### config.mk
export PLATFORM = sky130hd
export DESIGN_NAME = bcd_entry
export DESIGN_NICKNAME = d
export VERILOG_FILES = /design/src/rtl/temp_pkg.sv /design/src/rtl/key_debounce.sv /design/src/rtl/bcd_entry.sv
export SDC_FILE = /design/constraint.sdc
export NUM_CORES = 1
export LEC_CHECK = 0
export CAP_MARGIN = 20
export CELL_PAD_IN_SITES_DETAIL_PLACEMENT = 0
export CELL_PAD_IN_SITES_GLOBAL_PLACEMENT = 1
export CORE_ASPECT_RATIO = 0.7
export CORE_MARGIN = 1.5
export CORE_UTILIZATION = 45
export CTS_CLUSTER_SIZE = 8
export DETAILED_ROUTE_END_ITERATION = 8
export PLACE_DENSITY_LB_ADDON = 0.1
export SLEW_MARGIN = 20
export SYNTH_ARGS = -nofsm -noshare
export SYNTH_HDL_FRONTEND = slang
export SYNTH_HIERARCHICAL = 1
export SYNTH_SLANG_ARGS = --single-unit
### constraint.sdc
create_clock -name CLOCK_50 -period 3.9 [get_ports CLOCK_50]
set_clock_uncertainty 0.15 [all_clocks]
set_input_delay 0.78 -clock CLOCK_50 [delete_from_list [all_inputs] [get_ports CLOCK_50]]
set_output_delay 0.78 -clock CLOCK_50 [all_outputs]
set_load 0.01 [all_outputs]
### src/rtl/temp_pkg.sv
// Shared definitions for the temperature-entry front end: entry-state
// encodings, BCD limits and seven-segment digit positions.
package temp_pkg;

  localparam logic [1:0] ST_IDLE = 2'd0;
  localparam logic [1:0] ST_D0   = 2'd1;
  localparam logic [1:0] ST_D1   = 2'd2;
  localparam logic [1:0] ST_D2   = 2'd3;

  localparam logic [3:0] BCD_MAX = 4'd9;

  localparam int unsigned DIG_TENTHS = 0;
  localparam int unsigned DIG_ONES   = 1;
  localparam int unsigned DIG_TENS   = 2;

  function automatic logic is_bcd(input logic [3:0] d);
    return d <= BCD_MAX;
  endfunction

endpackage

### src/rtl/key_debounce.sv
// Active-low push-button conditioner: 2-flop synchronizer, stability
// counter and a single-cycle pulse on each accepted press.
module key_debounce #(
  parameter int unsigned DEBOUNCE_CYCLES = 500000
) (
  input  logic clk,
  input  logic rst_n,
  input  logic key_n,
  output logic press
);

  localparam int unsigned CW = $clog2(DEBOUNCE_CYCLES + 1);

  logic          sync1;
  logic          sync2;
  logic          level;
  logic [CW-1:0] cnt;

  // Level flips only after the synchronized key has disagreed for a full count.
  always_ff @(posedge clk) begin
    if (!rst_n) begin
      sync1 <= 1'b1;
      sync2 <= 1'b1;
      level <= 1'b1;
      cnt   <= '0;
      press <= 1'b0;
    end else begin
      sync1 <= key_n;
      sync2 <= sync1;
      press <= 1'b0;
      if (sync2 == level) begin
        cnt <= '0;
      end else if (cnt == CW'(DEBOUNCE_CYCLES)) begin
        level <= sync2;
        cnt   <= '0;
        press <= ~sync2;
      end else begin
        cnt <= cnt + CW'(1);
      end
    end
  end

endmodule

### src/rtl/bcd_entry.sv
// Operator temperature entry: arm with ENTER, key tenths/ones/tens digits,
// commit the 12-bit BCD reading with a one-cycle strobe.
module bcd_entry
  import temp_pkg::*;
#(
  parameter int unsigned DEBOUNCE_CYCLES = 500000,
  parameter int unsigned BLINK_CYCLES    = 12500000,
  parameter int unsigned TIMEOUT_CYCLES  = 500000000
) (
  input  logic        CLOCK_50,
  input  logic        RESET_N,
  input  logic        KEY_ENTER_N,
  input  logic [3:0]  SW_DIGIT,
  output logic [11:0] value_bcd,
  output logic        value_valid,
  output logic [11:0] entry_bcd,
  output logic [1:0]  input_state,
  output logic [2:0]  digit_en,
  output logic        digit_err
);

  localparam int unsigned TW = (TIMEOUT_CYCLES > 1) ? $clog2(TIMEOUT_CYCLES) : 1;
  localparam int unsigned BW = (BLINK_CYCLES > 1) ? $clog2(BLINK_CYCLES) : 1;

  logic          press;
  logic [TW-1:0] tmo_cnt, tmo_cnt_d;
  logic [BW-1:0] blink_cnt, blink_cnt_d;
  logic          blink_on, blink_on_d;
  logic [1:0]    state_d;
  logic [11:0]   value_d, entry_d;
  logic          valid_d, err_d;
  logic [2:0]    en_d;

  key_debounce #(
    .DEBOUNCE_CYCLES(DEBOUNCE_CYCLES)
  ) u_enter (
    .clk   (CLOCK_50),
    .rst_n (RESET_N),
    .key_n (KEY_ENTER_N),
    .press (press)
  );

  always_ff @(posedge CLOCK_50) begin
    if (!RESET_N) begin
      input_state <= ST_IDLE;
      value_bcd   <= '0;
      entry_bcd   <= '0;
      value_valid <= 1'b0;
      digit_err   <= 1'b0;
      digit_en    <= 3'b111;
      tmo_cnt     <= '0;
      blink_cnt   <= '0;
      blink_on    <= 1'b1;
    end else begin
      input_state <= state_d;
      value_bcd   <= value_d;
      entry_bcd   <= entry_d;
      value_valid <= valid_d;
      digit_err   <= err_d;
      digit_en    <= en_d;
      tmo_cnt     <= tmo_cnt_d;
      blink_cnt   <= blink_cnt_d;
      blink_on    <= blink_on_d;
    end
  end

  always_comb begin
    state_d     = input_state;
    value_d     = value_bcd;
    entry_d     = entry_bcd;
    valid_d     = 1'b0;
    err_d       = 1'b0;
    tmo_cnt_d   = tmo_cnt;
    blink_cnt_d = blink_cnt;
    blink_on_d  = blink_on;
    en_d        = 3'b111;

    // A press takes priority over an expiring timeout.
    if (press) begin
      tmo_cnt_d = TW'(TIMEOUT_CYCLES - 1);
      case (input_state)
        ST_IDLE: begin
          state_d = ST_D0;
          entry_d = '0;
        end
        ST_D0: begin
          if (is_bcd(SW_DIGIT)) begin
            entry_d[3:0] = SW_DIGIT;
            state_d      = ST_D1;
          end else begin
            err_d = 1'b1;
          end
        end
        ST_D1: begin
          if (is_bcd(SW_DIGIT)) begin
            entry_d[7:4] = SW_DIGIT;
            state_d      = ST_D2;
          end else begin
            err_d = 1'b1;
          end
        end
        default: begin
          if (is_bcd(SW_DIGIT)) begin
            value_d = {SW_DIGIT, entry_bcd[7:0]};
            entry_d = {SW_DIGIT, entry_bcd[7:0]};
            valid_d = 1'b1;
            state_d = ST_IDLE;
          end else begin
            err_d = 1'b1;
          end
        end
      endcase
    end else if (input_state != ST_IDLE) begin
      if (tmo_cnt == '0) begin
        state_d = ST_IDLE;
        entry_d = value_bcd;
      end else begin
        tmo_cnt_d = tmo_cnt - TW'(1);
      end
    end

    // Blink phase restarts "on" whenever the entry state moves.
    if (state_d != input_state) begin
      blink_cnt_d = '0;
      blink_on_d  = 1'b1;
    end else if (blink_cnt == BW'(BLINK_CYCLES - 1)) begin
      blink_cnt_d = '0;
      blink_on_d  = ~blink_on;
    end else begin
      blink_cnt_d = blink_cnt + BW'(1);
    end

    case (state_d)
      ST_IDLE: en_d = 3'b111;
      ST_D0: begin
        en_d             = 3'b000;
        en_d[DIG_TENTHS] = blink_on_d;
      end
      ST_D1: begin
        en_d             = 3'b000;
        en_d[DIG_TENTHS] = 1'b1;
        en_d[DIG_ONES]   = blink_on_d;
      end
      default: begin
        en_d             = 3'b000;
        en_d[DIG_TENTHS] = 1'b1;
        en_d[DIG_ONES]   = 1'b1;
        en_d[DIG_TENS]   = blink_on_d;
      end
    endcase
  end

endmodule

# After elaboration in Yosys (flattened, before gate mapping)
# Cells that the tools add are included.
# totals
word_cells	90
out_inout_bits	31
ff_bits	108
input_bits	7
# op_classes
n_bitwise	8
n_mux	23
n_eq_ne	17
n_addsub	3
n_lt_le_gt_ge	1
reduce_logical	21
# op_table
operator	count
$mux 29	3
$mux 12	4
$logic_not 29->1	1
$sub 29x1->29 const B	1
$add 24x1->24 const B	1
$eq 24x24->1 const B	1
$pmux 4 s3	2
$add 19x1->19 const B	1
$eq 19x19->1 const B	1
$ne 3x3->1 const B	5
$reduce_or 3->1	5
$mux 2	6
$reduce_and 6->1	2
$pmux 3 s3	1
$not 1->1	8
$pmux 4 s2	1
$ne 2x2->1 const B	3
$pmux 2 s3	1
$reduce_and 2->1	3
$reduce_bool 2->1	3
$reduce_or 5->1	1
$eq 2x1->1 const B	2
$eq 2x2->1 const B	2
$le 4x4->1 const B	1
other kinds (9)	14

# Logic depth before layout (Yosys ltp)
# depth
depth_word	7
depth_mapped	10
depth_no_buf	8

# Cells and area by module
# The synthesis kept the hierarchy.
# modules_own_cells
module	area_per_inst_um2	instances	cells_each	seq_area_each_um2
bcd_entry	4137.7	1	476	1701.6
key_debounce	1079.8	1	116	460.4

# Worst setup path after synthesis
# Ideal clock, no wire load.
# synth_path
path_type	register to register
start	register input_state[0]
end	register tmo_cnt[26]
arrival_time_ps	2599
required_time_ps	3635
stages_incl_launch_ff	10
slack_ps	1036
setup_time_ps	115
path_buffers	1
synth_period_minus_slack_ps	2864
path_cell_list	dfxtp_1 > clkbuf_1 > inv_1 > ha_1 > nor4b_1 > nand3_1 > a211oi_2 > or3b_1 > xnor2_1 > o21a_1
# synth_between
elab_chain_len	3
# synth_rtl
element	line	rtl
from (decl)	bcd_entry.sv:17	output logic [1:0] input_state,
from (signal assigned)	bcd_entry.sv:55	input_state <= state_d;
$reduce_bool 2->1	bcd_entry.sv:113	end else if (input_state != ST_IDLE) begin
$reduce_bool 2->1 (no source line)	--	
$reduce_and 2->1 (no source line)	--	
to (signal assigned)	bcd_entry.sv:61	tmo_cnt <= tmo_cnt_d;
to (decl)	bcd_entry.sv:26	logic [TW-1:0] tmo_cnt, tmo_cnt_d;
# No other way between the ends.
# A chain may end at the register's enable or synchronous reset.

# Worst setup path in the final report
# Same ends and word-level chain as after synthesis.

==> results.py <==
metrics = {
    "run_status": {
        "status": "finished clean",
    },
    "yosys": {
        "yosysTopAreaCellShare": 0.414,
        "avgSynthCellArea_sq_um": 8.81,
        "yosysTopAreaCell": "dfxtp_1",
        "yosys-top-cells-area": "dfxtp_1, xnor2_1, nor2_1",
        "ys_warn_count": 6,
        "synth_edf_count": 0,
        "ys_types": 55,
        "synthArstFlopShare": 0,
        "synth_flop_cell": "dfxtp_1",
        "synth_fp_nets": 608,
        "syn_area_sq_mm": 0.00522,
        "ys_ff_latch": 108,
        "seq_area_frac_synth": 0.414,
        "synthCells": 592,
    },
    "clock_network": {
        "cts_buffer_depth": 2,
        "clk_transition_reported_paths_ps": 70,
        "clkSinkCount": 108,
        "post_cts_resized": 0,
        "cts_max_level": 3,
        "cts_tree": "done",
        "worst_skew_pair.late_latency_ps": 350,
        "post_cts_buffers": 0,
        "cts_made_buffers": 9,
        "cts_root_buffer": "clkbuf_16",
        "cts_hold_buf": 0,
    },
    "sta": {
        "setup_viol": 0,
        "drv_slew": 0,
        "fin_crit_sh": 0.791,
        "timing.slew.headroom": 0.508,
        "worst_slew_pin_slew_ps": 738,
        "min_period_ps": 3080,
        "clock.fmax_mhz": 324,
        "finalSetupTns_ps": 0,
        "grt_setup_unrepaired": "no",
        "hold_viol": 0,
    },
    "drt": {
        "drcViolationCount": 0,
        "num_vias": 4112,
        "drt_iter0_markers": 276,
        "ant_nets": 0,
        "wl_met1_mm": 6.17,
        "top_layer": "met4",
        "detail_route.wirelength_mm": 11.0,
        "wl_met2_mm": 4.48,
        "firstDrtPassIters": 4,
        "wire_per_inst_microns": 14.1,
        "route.met3.wl_microns": 314,
        "viasPerCell": 5.26,
    },
    "layout": {
        "antenna_cells": 0,
        "drive_gt1_frac": 0.0668,
        "nets": 640,
        "postLayoutCoreUtil": 0.541,
        "fillerInstances": 998,
        "area_growth_pct": 15.8,
        "fin_area_sq_mm": 0.00604,
    },
    "global_route": {
        "grt_pass1_wl_mm": 19.0,
        "gr-usage-all-layers": 0.192,
        "grt_overflow": 0,
        "grt_pass1_vias": 3848,
        "antenna_found_initial": 0,
        "grt_max_degree": 45,
    },
    "worst_setup_path": {
        "crit_path_max_fanout": 11,
        "start_kind": "flop",
        "arrival_ps": 3180,
        "crit_required_ps": 3990,
        "crit_slowest_cell": "dfxtp_1",
        "path_delay_family": "simple AND/OR/NAND/NOR gates",
        "slowest_delay_ps": 530,
        "crit_chain": "inv_1 -> ha_1 -> nor4b_1 -> nand3_1 -> a211oi_2 -> or3b_1 -> xnor2_1 -> o21a_1",
        "endpoint_kind": "flop",
        "critPathKind": "reg2reg",
        "critPathBufInv": 1,
    },
    "power": {
        "p_leak_nw": 2.13,
        "power.density_mw_per_mm2": 341,
        "ir_worst_vdd_v": 0.000235,
        "p_total_w": 0.00206,
    },
    "placed_design": {
        "place_congestion": 0.794,
        "placedInstanceArea_sq_mm": 0.00574,
        "io_buffers": 37,
        "dpl.hpwl_mm": 7.86,
    },
    "hold_path": {
        "hp-class": "reg2reg",
    },
    "floorplanning": {
        "ios": 38,
        "die_area_sq_mm": 0.0123,
        "start_util": 0.467,
        "core-area_sq_mm": 0.0112,
        "num_rows": 32,
        "dieHeight_microns": 93.1,
        "die_width_microns": 132,
    },
    "run": {
        "drv_cap": 0,
    },
}
==> kinds of logic (layout without fill, tap and decap cells) <==
logic type               Yosys count  in the layout  synth area share
AND/OR/NAND/NOR                  278            278             0.300
flip-flops                       108            108             0.414
AO/OA/AOI/OAI                     75             75            0.0983
adder cells (fa/ha/maj)            9              9            0.0216
multiplexers                      13             13            0.0249
buffers and inverters             46             83            0.0348
XOR/XNOR                          63             63             0.106
==> cell usage after synthesis (all sizes together) (11+ instances only) <==
master / instances
nor2: 74
nand2: 32
inv: 20
xor2: 28
xnor2: 35
clkbuf: 21
nand2b: 13
nand3b: 11
nor2b: 22
mux2i: 13
nand3: 32
o21a: 19
a21oi: 13
nor4: 13
o21ai: 17
dfxtp: 108
nand4: 18
nor3: 17
==> metal layers <==
| layer | vias to the layer above | GRT usage |
|---|---|---|
| met5 | - | 0 |
| met4 | 0 | 0.0435 |
| met3 | 4 | 0.0504 |
| met2 | 62 | 0.271 |
| met1 | 1922 | 0.290 |
| li1 | 2124 | - |
==> worst register-to-register path: cells and delay by family (launching register included) <==
family	cells	cell delay, ps
adders and majority gates	1	290
DFF	1	530
xor gates and xnor gates	1	130
buffers and inverters	1	180
AOI/OAI and AO/OA	2	660
and+or+nand+nor	3	1040
==> final timing paths <==
check                            start                  endpoint  slack, ps  cells after the start
max reg2reg  input_state[0]$_SDFF_PN0_  tmo_cnt[26]$_SDFFE_PN0P_        820                      8
min reg2reg   u_enter/sync1$_SDFF_PN1_  u_enter/sync2$_SDFF_PN1_        270                      1
min           u_enter/sync1$_SDFF_PN1_  u_enter/sync2$_SDFF_PN1_        270                      1
max          input_state[0]$_SDFF_PN0_  tmo_cnt[26]$_SDFFE_PN0P_        820                      8
==> registers in the layout (all words and copies together) (netlist names) <==
| signal | count |
|---|---|
| entry_bcd | 12 |
| value_bcd | 12 |
| value_valid | 1 |
| blink_on | 1 |
| u_enter/sync1 | 1 |
| tmo_cnt | 29 |
| blink_cnt | 24 |
| u_enter/level | 1 |
| u_enter/sync2 | 1 |
| digit_en | 3 |
| u_enter/cnt | 19 |
| digit_err | 1 |
| u_enter/press | 1 |
| input_state | 2 |
==> layout make-up <==
class	instances	area, sq um	share of cell area
Clock inverter	4	48.8	0.00808
Timing Repair Buffer	47	440	0.0729
Multi-Input combinational cell	438	2870	0.476
Sequential cell	108	2160	0.358
Tap cell	153	191	0.0317
Clock buffer	12	246	0.0408
Inverter	20	75.1	0.0124
==> power by group <==
group	switching, W	leakage, nW	total, W	internal [W]
clock	0.000391	0.147	0.000906	0.000515
combinational	0.0000275	1.12	0.0000435	0.0000160
sequential	0.00000338	0.871	0.00111	0.00111
total	0.000422	2.13	0.00206	0.00164
==> cells in the final DEF, fill, tap and decap left out, types with 7 or more instances in the layout <==
cell type        count
clkdlybuf4s50_1     36
o21a_1              19
nor2b_1             21
nand3_1             31
xnor2_1             35
nor2_1              74
nand2b_1            13
nand4_1             17
clkbuf_16            9
nand2_1             32
nor4_1              10
mux2i_1             13
o21ai_0             16
a21oi_1             13
nor3_1              17
xor2_1              28
inv_1               20
dfxtp_1            107
ha_1                 9
nor4b_1              7
nand3b_1            11
buf_4               10
==> per-stage QoR <==
step | cells | hold WS (ps) | setup WS [ps]
detailed placement | 766 | 256 | 645
global route | 782 | 310 | 521
finish | 782 | 270 | 816
floorplan | 592 | 236 | 1040
CTS | 782 | 269 | 822
global placement | 766 | 259 | 712
(Power assumes the default switching activity.)
